[src/rtl/p_hardisc.sv]
// Shared definitions for the iterative multiply/divide unit: RV32M funct3
// encodings, the MDU state enum and the operand-signedness classes.
package p_hardisc;

  localparam logic [2:0] MDU_F_MUL    = 3'b000;
  localparam logic [2:0] MDU_F_MULH   = 3'b001;
  localparam logic [2:0] MDU_F_MULHSU = 3'b010;
  localparam logic [2:0] MDU_F_MULHU  = 3'b011;
  localparam logic [2:0] MDU_F_DIV    = 3'b100;
  localparam logic [2:0] MDU_F_DIVU   = 3'b101;
  localparam logic [2:0] MDU_F_REM    = 3'b110;
  localparam logic [2:0] MDU_F_REMU   = 3'b111;

  typedef enum logic [1:0] {IDLE, CALC, DONE} mdu_state;

  typedef enum logic [2:0] {
    CLS_MUL_UU, CLS_MUL_SS, CLS_MUL_SU, CLS_DIV_S, CLS_DIV_U
  } mdu_class;

  // Ops in one class produce the same 2*XLEN result, so they can share a cache entry.
  function automatic mdu_class mdu_class_of(input logic [2:0] funct);
    if (funct[2]) return funct[0] ? CLS_DIV_U : CLS_DIV_S;
    if (funct == MDU_F_MULH) return CLS_MUL_SS;
    if (funct == MDU_F_MULHSU) return CLS_MUL_SU;
    return CLS_MUL_UU;
  endfunction

  function automatic logic mdu_takes_low(input logic [2:0] funct);
    return (funct == MDU_F_MUL) || (funct == MDU_F_DIV) || (funct == MDU_F_DIVU);
  endfunction

endpackage

[src/rtl/mdu_div_step.sv]
// DIV_BPC cascaded restoring-division steps on unsigned magnitudes.
module mdu_div_step #(
  parameter int XLEN    = 32,
  parameter int DIV_BPC = 1
) (
  input  logic [XLEN-1:0] rem,
  input  logic [XLEN-1:0] quot,
  input  logic [XLEN-1:0] divisor,
  output logic [XLEN-1:0] rem_next,
  output logic [XLEN-1:0] quot_next
);

  logic [XLEN:0] trial;
  logic [XLEN:0] diff;

  // The dividend is shifted out of the quotient register into the remainder;
  // a non-negative trial difference sets the new quotient bit.
  always_comb begin
    rem_next  = rem;
    quot_next = quot;
    trial     = '0;
    diff      = '0;
    for (int i = 0; i < DIV_BPC; i++) begin
      trial     = {rem_next, quot_next[XLEN-1]};
      diff      = trial - {1'b0, divisor};
      quot_next = {quot_next[XLEN-2:0], ~diff[XLEN]};
      rem_next  = diff[XLEN] ? trial[XLEN-1:0] : diff[XLEN-1:0];
    end
  end

endmodule

[src/rtl/mdu_iter.sv]
// Iterative RV32M multiply/divide unit with early completion on special
// divide cases, last-result reuse and abort on flush or withdrawal.
module mdu_iter
  import p_hardisc::*;
#(
  parameter int XLEN    = 32,
  parameter int MUL_BPC = 4,
  parameter int DIV_BPC = 1
) (
  input  logic            s_clk_i,
  input  logic            s_resetn_i,
  input  logic            s_flush_i,
  input  logic            s_stall_i,
  input  logic            s_start_i,
  input  logic [2:0]      s_function_i,
  input  logic [XLEN-1:0] s_operand1_i,
  input  logic [XLEN-1:0] s_operand2_i,
  output logic            s_finished_o,
  output logic [XLEN-1:0] s_result_o,
  output logic            s_busy_o
);

  localparam int PW        = 2 * XLEN;
  localparam int CW        = $clog2(XLEN) + 1;
  localparam int MUL_ITERS = XLEN / MUL_BPC;
  localparam int DIV_ITERS = XLEN / DIV_BPC;
  localparam logic [XLEN-1:0] INT_MIN = {1'b1, {(XLEN-1){1'b0}}};

  mdu_state        state_q, state_d;
  logic [2:0]      func_q;
  logic [XLEN-1:0] op1_q, op2_q;
  logic [CW-1:0]   cnt_q;
  logic [PW-1:0]   acc_q, mcand_q;
  logic [XLEN-1:0] mplier_q;
  logic            mplier_neg_q;
  logic [XLEN-1:0] rem_q, quot_q, divisor_q;
  logic            quot_neg_q, rem_neg_q;
  logic [XLEN-1:0] result_q;
  logic            cache_valid_q;
  mdu_class        cache_class_q;
  logic [XLEN-1:0] cache_op1_q, cache_op2_q;
  logic [PW-1:0]   cache_data_q;

  logic            start_ok, req_sdiv, op1_neg, op2_neg, a_signed, b_signed;
  logic            div_zero, div_ovf, special, cache_hit, last_iter;
  logic [PW-1:0]   fast_data, pp, acc_next, calc_data;
  logic [XLEN-1:0] rem_step, quot_step, quot_fin, rem_fin;

  function automatic logic [XLEN-1:0] pick_half(input logic [2:0] f, input logic [PW-1:0] d);
    return mdu_takes_low(f) ? d[XLEN-1:0] : d[PW-1:XLEN];
  endfunction

  assign start_ok  = s_start_i & ~s_flush_i;
  assign req_sdiv  = s_function_i[2] & ~s_function_i[0];
  assign op1_neg   = s_operand1_i[XLEN-1];
  assign op2_neg   = s_operand2_i[XLEN-1];
  assign a_signed  = (s_function_i == MDU_F_MULH) || (s_function_i == MDU_F_MULHSU);
  assign b_signed  = (s_function_i == MDU_F_MULH);
  assign div_zero  = s_function_i[2] & (s_operand2_i == '0);
  assign div_ovf   = req_sdiv & (s_operand1_i == INT_MIN) & (s_operand2_i == '1);
  assign special   = div_zero | div_ovf;
  assign cache_hit = cache_valid_q & (cache_class_q == mdu_class_of(s_function_i))
                   & (cache_op1_q == s_operand1_i) & (cache_op2_q == s_operand2_i);
  // Both fast paths are packed as {high/remainder, low/quotient}.
  assign fast_data = div_zero ? {s_operand1_i, {XLEN{1'b1}}}
                   : div_ovf  ? {{XLEN{1'b0}}, s_operand1_i}
                   : cache_data_q;
  assign last_iter = cnt_q == (func_q[2] ? CW'(DIV_ITERS - 1) : CW'(MUL_ITERS - 1));

  // Shift-add partial product; the multiplier's sign weight is -2^XLEN, so it
  // is subtracted once the multiplicand has reached that alignment.
  always_comb begin
    pp = '0;
    for (int j = 0; j < MUL_BPC; j++)
      if (mplier_q[j]) pp = pp + (mcand_q << j);
    if (last_iter && mplier_neg_q) pp = pp - (mcand_q << MUL_BPC);
    acc_next = acc_q + pp;
  end

  mdu_div_step #(.XLEN(XLEN), .DIV_BPC(DIV_BPC)) u_div_step (
    .rem       (rem_q),
    .quot      (quot_q),
    .divisor   (divisor_q),
    .rem_next  (rem_step),
    .quot_next (quot_step)
  );

  assign quot_fin  = quot_neg_q ? -quot_step : quot_step;
  assign rem_fin   = rem_neg_q ? -rem_step : rem_step;
  assign calc_data = func_q[2] ? {rem_fin, quot_fin} : acc_next;

  always_ff @(posedge s_clk_i or negedge s_resetn_i) begin
    if (!s_resetn_i) state_q <= IDLE;
    else             state_q <= state_d;
  end

  always_comb begin
    state_d = state_q;
    case (state_q)
      IDLE: if (start_ok) state_d = (special || cache_hit) ? DONE : CALC;
      CALC: begin
        if (s_flush_i || !s_start_i) state_d = IDLE;
        else if (last_iter)          state_d = DONE;
      end
      DONE:    if (s_flush_i || !s_start_i || !s_stall_i) state_d = IDLE;
      default: state_d = IDLE;
    endcase
  end

  always_comb begin
    s_finished_o = (state_q == DONE);
    s_busy_o     = (state_q != IDLE);
    s_result_o   = result_q;
  end

  // Datapath and reuse cache; both multiply and divide registers are loaded
  // on every capture since only the ones matching the function are consumed.
  always_ff @(posedge s_clk_i or negedge s_resetn_i) begin
    if (!s_resetn_i) begin
      func_q        <= '0;
      op1_q         <= '0;
      op2_q         <= '0;
      cnt_q         <= '0;
      acc_q         <= '0;
      mcand_q       <= '0;
      mplier_q      <= '0;
      mplier_neg_q  <= 1'b0;
      rem_q         <= '0;
      quot_q        <= '0;
      divisor_q     <= '0;
      quot_neg_q    <= 1'b0;
      rem_neg_q     <= 1'b0;
      result_q      <= '0;
      cache_valid_q <= 1'b0;
      cache_class_q <= CLS_MUL_UU;
      cache_op1_q   <= '0;
      cache_op2_q   <= '0;
      cache_data_q  <= '0;
    end else begin
      case (state_q)
        IDLE: if (start_ok) begin
          func_q       <= s_function_i;
          op1_q        <= s_operand1_i;
          op2_q        <= s_operand2_i;
          cnt_q        <= '0;
          acc_q        <= '0;
          mcand_q      <= {{XLEN{a_signed & op1_neg}}, s_operand1_i};
          mplier_q     <= s_operand2_i;
          mplier_neg_q <= b_signed & op2_neg;
          rem_q        <= '0;
          quot_q       <= (req_sdiv && op1_neg) ? -s_operand1_i : s_operand1_i;
          divisor_q    <= (req_sdiv && op2_neg) ? -s_operand2_i : s_operand2_i;
          quot_neg_q   <= req_sdiv & (op1_neg ^ op2_neg);
          rem_neg_q    <= req_sdiv & op1_neg;
          if (special || cache_hit) result_q <= pick_half(s_function_i, fast_data);
        end
        CALC: begin
          if (s_flush_i || !s_start_i) begin
            cache_valid_q <= 1'b0;
          end else begin
            cnt_q    <= cnt_q + 1'b1;
            acc_q    <= acc_next;
            mcand_q  <= mcand_q << MUL_BPC;
            mplier_q <= mplier_q >> MUL_BPC;
            rem_q    <= rem_step;
            quot_q   <= quot_step;
            if (last_iter) begin
              result_q      <= pick_half(func_q, calc_data);
              cache_valid_q <= 1'b1;
              cache_class_q <= mdu_class_of(func_q);
              cache_op1_q   <= op1_q;
              cache_op2_q   <= op2_q;
              cache_data_q  <= calc_data;
            end
          end
        end
        DONE: if (!s_flush_i && !s_start_i) cache_valid_q <= 1'b0;
        default: ;
      endcase
    end
  end

endmodule

[config.mk]
export PLATFORM = sky130hd
export DESIGN_NAME = mdu_iter
export DESIGN_NICKNAME = d
export VERILOG_FILES = /design/src/rtl/p_hardisc.sv /design/src/rtl/mdu_div_step.sv /design/src/rtl/mdu_iter.sv
export SDC_FILE = /design/constraint.sdc
export NUM_CORES = 2
export LEC_CHECK = 0
export CELL_PAD_IN_SITES_DETAIL_PLACEMENT = 1
export CELL_PAD_IN_SITES_GLOBAL_PLACEMENT = 1
export CORE_ASPECT_RATIO = 0.5
export CORE_UTILIZATION = 53
export CTS_BUF_LIST = sky130_fd_sc_hd__clkbuf_4 sky130_fd_sc_hd__clkbuf_8
export DETAILED_ROUTE_END_ITERATION = 8
export PLACE_DENSITY_LB_ADDON = 0.12
export SLEW_MARGIN = 20
export SYNTH_ARGS = -nofsm -noshare
export SYNTH_HDL_FRONTEND = slang
export SYNTH_SLANG_ARGS = --single-unit
[constraint.sdc]
create_clock -name s_clk_i -period 23.1 [get_ports s_clk_i]
set_input_delay 3.465 -clock s_clk_i [delete_from_list [all_inputs] [get_ports s_clk_i]]
set_output_delay 3.465 -clock s_clk_i [all_outputs]
set_load 0.02 [all_outputs]
==> flow_summary.yaml <==
min_path:
  hold_sp: "op2_q[14]"
  worstHoldPathType: "reg2reg"
  hold_depth: 2
synthesis:
  syn-mean-instance-area_um2: 7.62
  synth_top_cell_by_area: "dfrtp_1"
  syn-num-nets: 6813
  syn_area_um2: 48800
  synth_cells: 6398
  synth-seq-area-share_pct: 25.5
  synthTopCellsByArea: "dfrtp_1, ha_1, nand2_1, o21ai_0, a21oi_1"
  fraction_of_registers_with_async_set_reset_pct: 100
  area_share_of_the_leading_cell_type_in_the_synthesized_netlist_pct: 25.5
  synth_flop_cell: "dfrtp_1"
  synth.distinct_cells: 121
  yosys_register_bits: 497
  yosysWarnings: 0
  post_synth_edffs: 0
critical_path:
  setup.worst_path.class: "reg2reg"
  crit_arrival_ps: 15460
  critPathMostFrequentCell: "nand2_1"
  worstRegToRegCells: 58
  critical_path_required_ps: 23770
  critical_path_launch_point_type: "flip-flop"
  endpoint_kind: "flip-flop"
  cpMaxStageDelayCell: "o31ai_1"
  worstReg2RegStart: "mplier_q[0]"
  path_max_fanout: 93
  crit_path_start: "mplier_q[0]"
  worst_path_largest_cell_delay_ps: 720
clock_network:
  clock_tree.buffer_depth: 3
  cts_tree: "done"
  clk_transition_reported_paths_ps: 70
  cts-resized-gates: 0
  numClockSinks: 497
  clk_root_buffer_cell: "clkbuf_8"
  cts.hold.buffers_added: 0
  cts_htree_levels: 3
  clk-insertion-delay-late_ps: 790
  cts_setup_buffers: 0
  cts_buffers: 80
place:
  place.detailed.hpwl_mm: 150
  placedCellCount: 7419
  final_weighted_congestion_in_routability_driven_placement: 0.997
  placement.io_buffers: 105
routing:
  postRouteAntennaNets: 0
  viasPerCell: 6.71
  postRouteWirelength_mm: 200
  drcViolationCount: 0
  detailedRoute.firstIterationViolations: 5318
  drt_first_pass_iters: 6
  detailroute.via_count: 50800
  routed_wire_length_per_instance_um: 26.4
power:
  cellPowerDensity_nw_per_um2: 108
  leakage_component_of_the_power_nw: 24.2
  vdd_drop_max_mv: 0.0497
timing:
  rsz0062_at_grt: "no"
  timing.slew.headroom_pct: 27.4
  final.setup_skew_ps: 45.8
  finalSetupTns_ps: 0
  post-route-period-util_pct: 64.0
  fmaxAchievable_ghz: 0.0676
  finalSetupViolCount: 0
  final-hold-violation-count: 0
  pin_slew_with_the_least_headroom_to_its_limit_ps: 1090
  period_needed_ps: 14790
  final-max-slew-violation-count: 0
final_layout:
  post_route_cells_drive_above_1_share_pct: 6.91
  finish.net_count: 6677
  final-instance-count-excl-fill: 7567
  syn_to_final_growth_pct: 7.26
  fill_cells: 11300
global_routing:
  grt_start_max_net_pins: 195
  final_global_route_overflow_total: 0
  number_of_global_route_vias_before_repair: 50800
  wire_length_of_the_first_global_routing_pass_mm: 304
  antenna_found_initial: 9
  globalRouteTotalUtil_pct: 41.6
flow_run:
  max-cap-violations: 0
die:
  boundaryPins: 106
  floorplan.die.height_um: 216
  start_util_pct: 53.7
  dieArea_um2: 93300
  rows: 78
  core_region_area_um2: 90900
  fp.dieW_um: 431
run_status:
  run_status: "complete, no violations"
[synth_stat cells (all sizes together) (101+ instances only)]
| library cell | instances |
|---|---|
| ha | 337 |
| nand4 | 101 |
| a21o | 221 |
| inv | 262 |
| nand3 | 114 |
| nor2 | 430 |
| a21oi | 500 |
| xnor2 | 283 |
| nand2 | 1063 |
| clkbuf | 345 |
| mux2 | 105 |
| nor3 | 109 |
| xor2 | 187 |
| dfrtp | 497 |
| o21ai | 553 |
[path summary, 6_finish.rpt]
path,to,slack (ps)
setup / recovery,s_result_o[31],8310
hold / removal,cache_op2_q[14],480
setup reg to reg,s_result_o[31],8310
hold reg to reg,cache_op2_q[14],480
max in group asynchronous,state_q[0],18010
min in group asynchronous,mcand_q[33],2730
[through the flow]
| stage | cell area (um2) | power [mW] | worst slack, ps | util [%] | hold WS (ps) |
|---|---|---|---|---|---|
| final | 52300 | 5.66 | 8310 | 57.6 | 476 |
| after CTS | 52300 | 5.54 | 8350 | 57.5 | 477 |
| after detailed placement | 50400 | 4.60 | 8380 | 55.5 | 457 |
| after floorplan | 48800 | 3.51 | 10860 | - | 438 |
| after global routing | 52300 | 5.96 | 7430 | 57.6 | 499 |
| after global placement | 50400 | 4.47 | 9040 | 55.5 | 447 |
[cell usage in the layout, fill, tap and decap left out, drive strengths merged, types with 47 or more instances in the layout]
master	n
a211oi	70
a21o	221
a21oi	500
a221oi	51
a22o	52
a31oi	92
and2	64
buf	73
clkbuf	128
clkdlybuf4s50	104
dfrtp	497
ha	337
inv	268
mux2	105
mux2i	94
nand2	1063
nand2b	65
nand3	114
nand4	101
nor2	430
nor2b	47
nor3	109
o211ai	66
o21a	51
o21ai	553
o21bai	63
o31ai	55
xnor2	283
xor2	187
[report_power, final]
part,internal (mW),switching [mW]
Combinational,1.29,2.34
Sequential,0.968,0.135
Clock,0.497,0.428
[area by class of cell]
cell class | instances | area (um2) | area share (%)
Clock inverter | 14 | 240 | 0.459
Inverter | 264 | 993 | 1.90
Multi-Input combinational cell | 5242 | 33800 | 64.6
Clock buffer | 128 | 1620 | 3.10
Tap cell | 1240 | 1550 | 2.97
Sequential cell | 497 | 12400 | 23.8
Antenna cell | 5 | 12.5 | 0.0239
Timing Repair Buffer | 177 | 1650 | 3.15
[logic make-up after synthesis]
logic type | Yosys count | share of synthesized area, %
adder cells (fa/ha/maj) | 344 | 8.91
XOR/XNOR | 471 | 8.49
multiplexers | 199 | 4.35
buffers and inverters | 659 | 5.40
AO/OA/AOI/OAI | 2028 | 26.8
AND/OR/NAND/NOR | 2200 | 20.5
flip-flops | 497 | 25.5
[registers in the layout, indices dropped and copies added (netlist names), 32 cells and up]
register,count
mplier_q,32
op2_q,32
cache_op2_q,32
op1_q,32
mcand_q,64
s_result_o,32
acc_q,64
cache_op1_q,32
cache_data_q,64
quot_q,32
rem_q,32
[critical path, delay by kind of cell (launching register included)]
family                   cells  cell delay (ps)
AO/OA/AOI/OAI               23             6670
XOR/XNOR                     6             1300
adder cells (fa/ha/maj)      6             2230
buffers and inverters        5             1080
flip-flops                   1              340
AND/OR/NAND/NOR             18             3030
[routing by layer]
metal | share of wire (%) | track usage, % | vias to the layer above
li1 | - | - | 22600
met5 | 0.0065 | 0 | -
met4 | 4.1 | 16.3 | 2
met3 | 9.0 | 7.76 | 465
met1 | 43 | 57.8 | 25400
met2 | 44 | 63.8 | 2259
(Power assumes the default switching activity.)
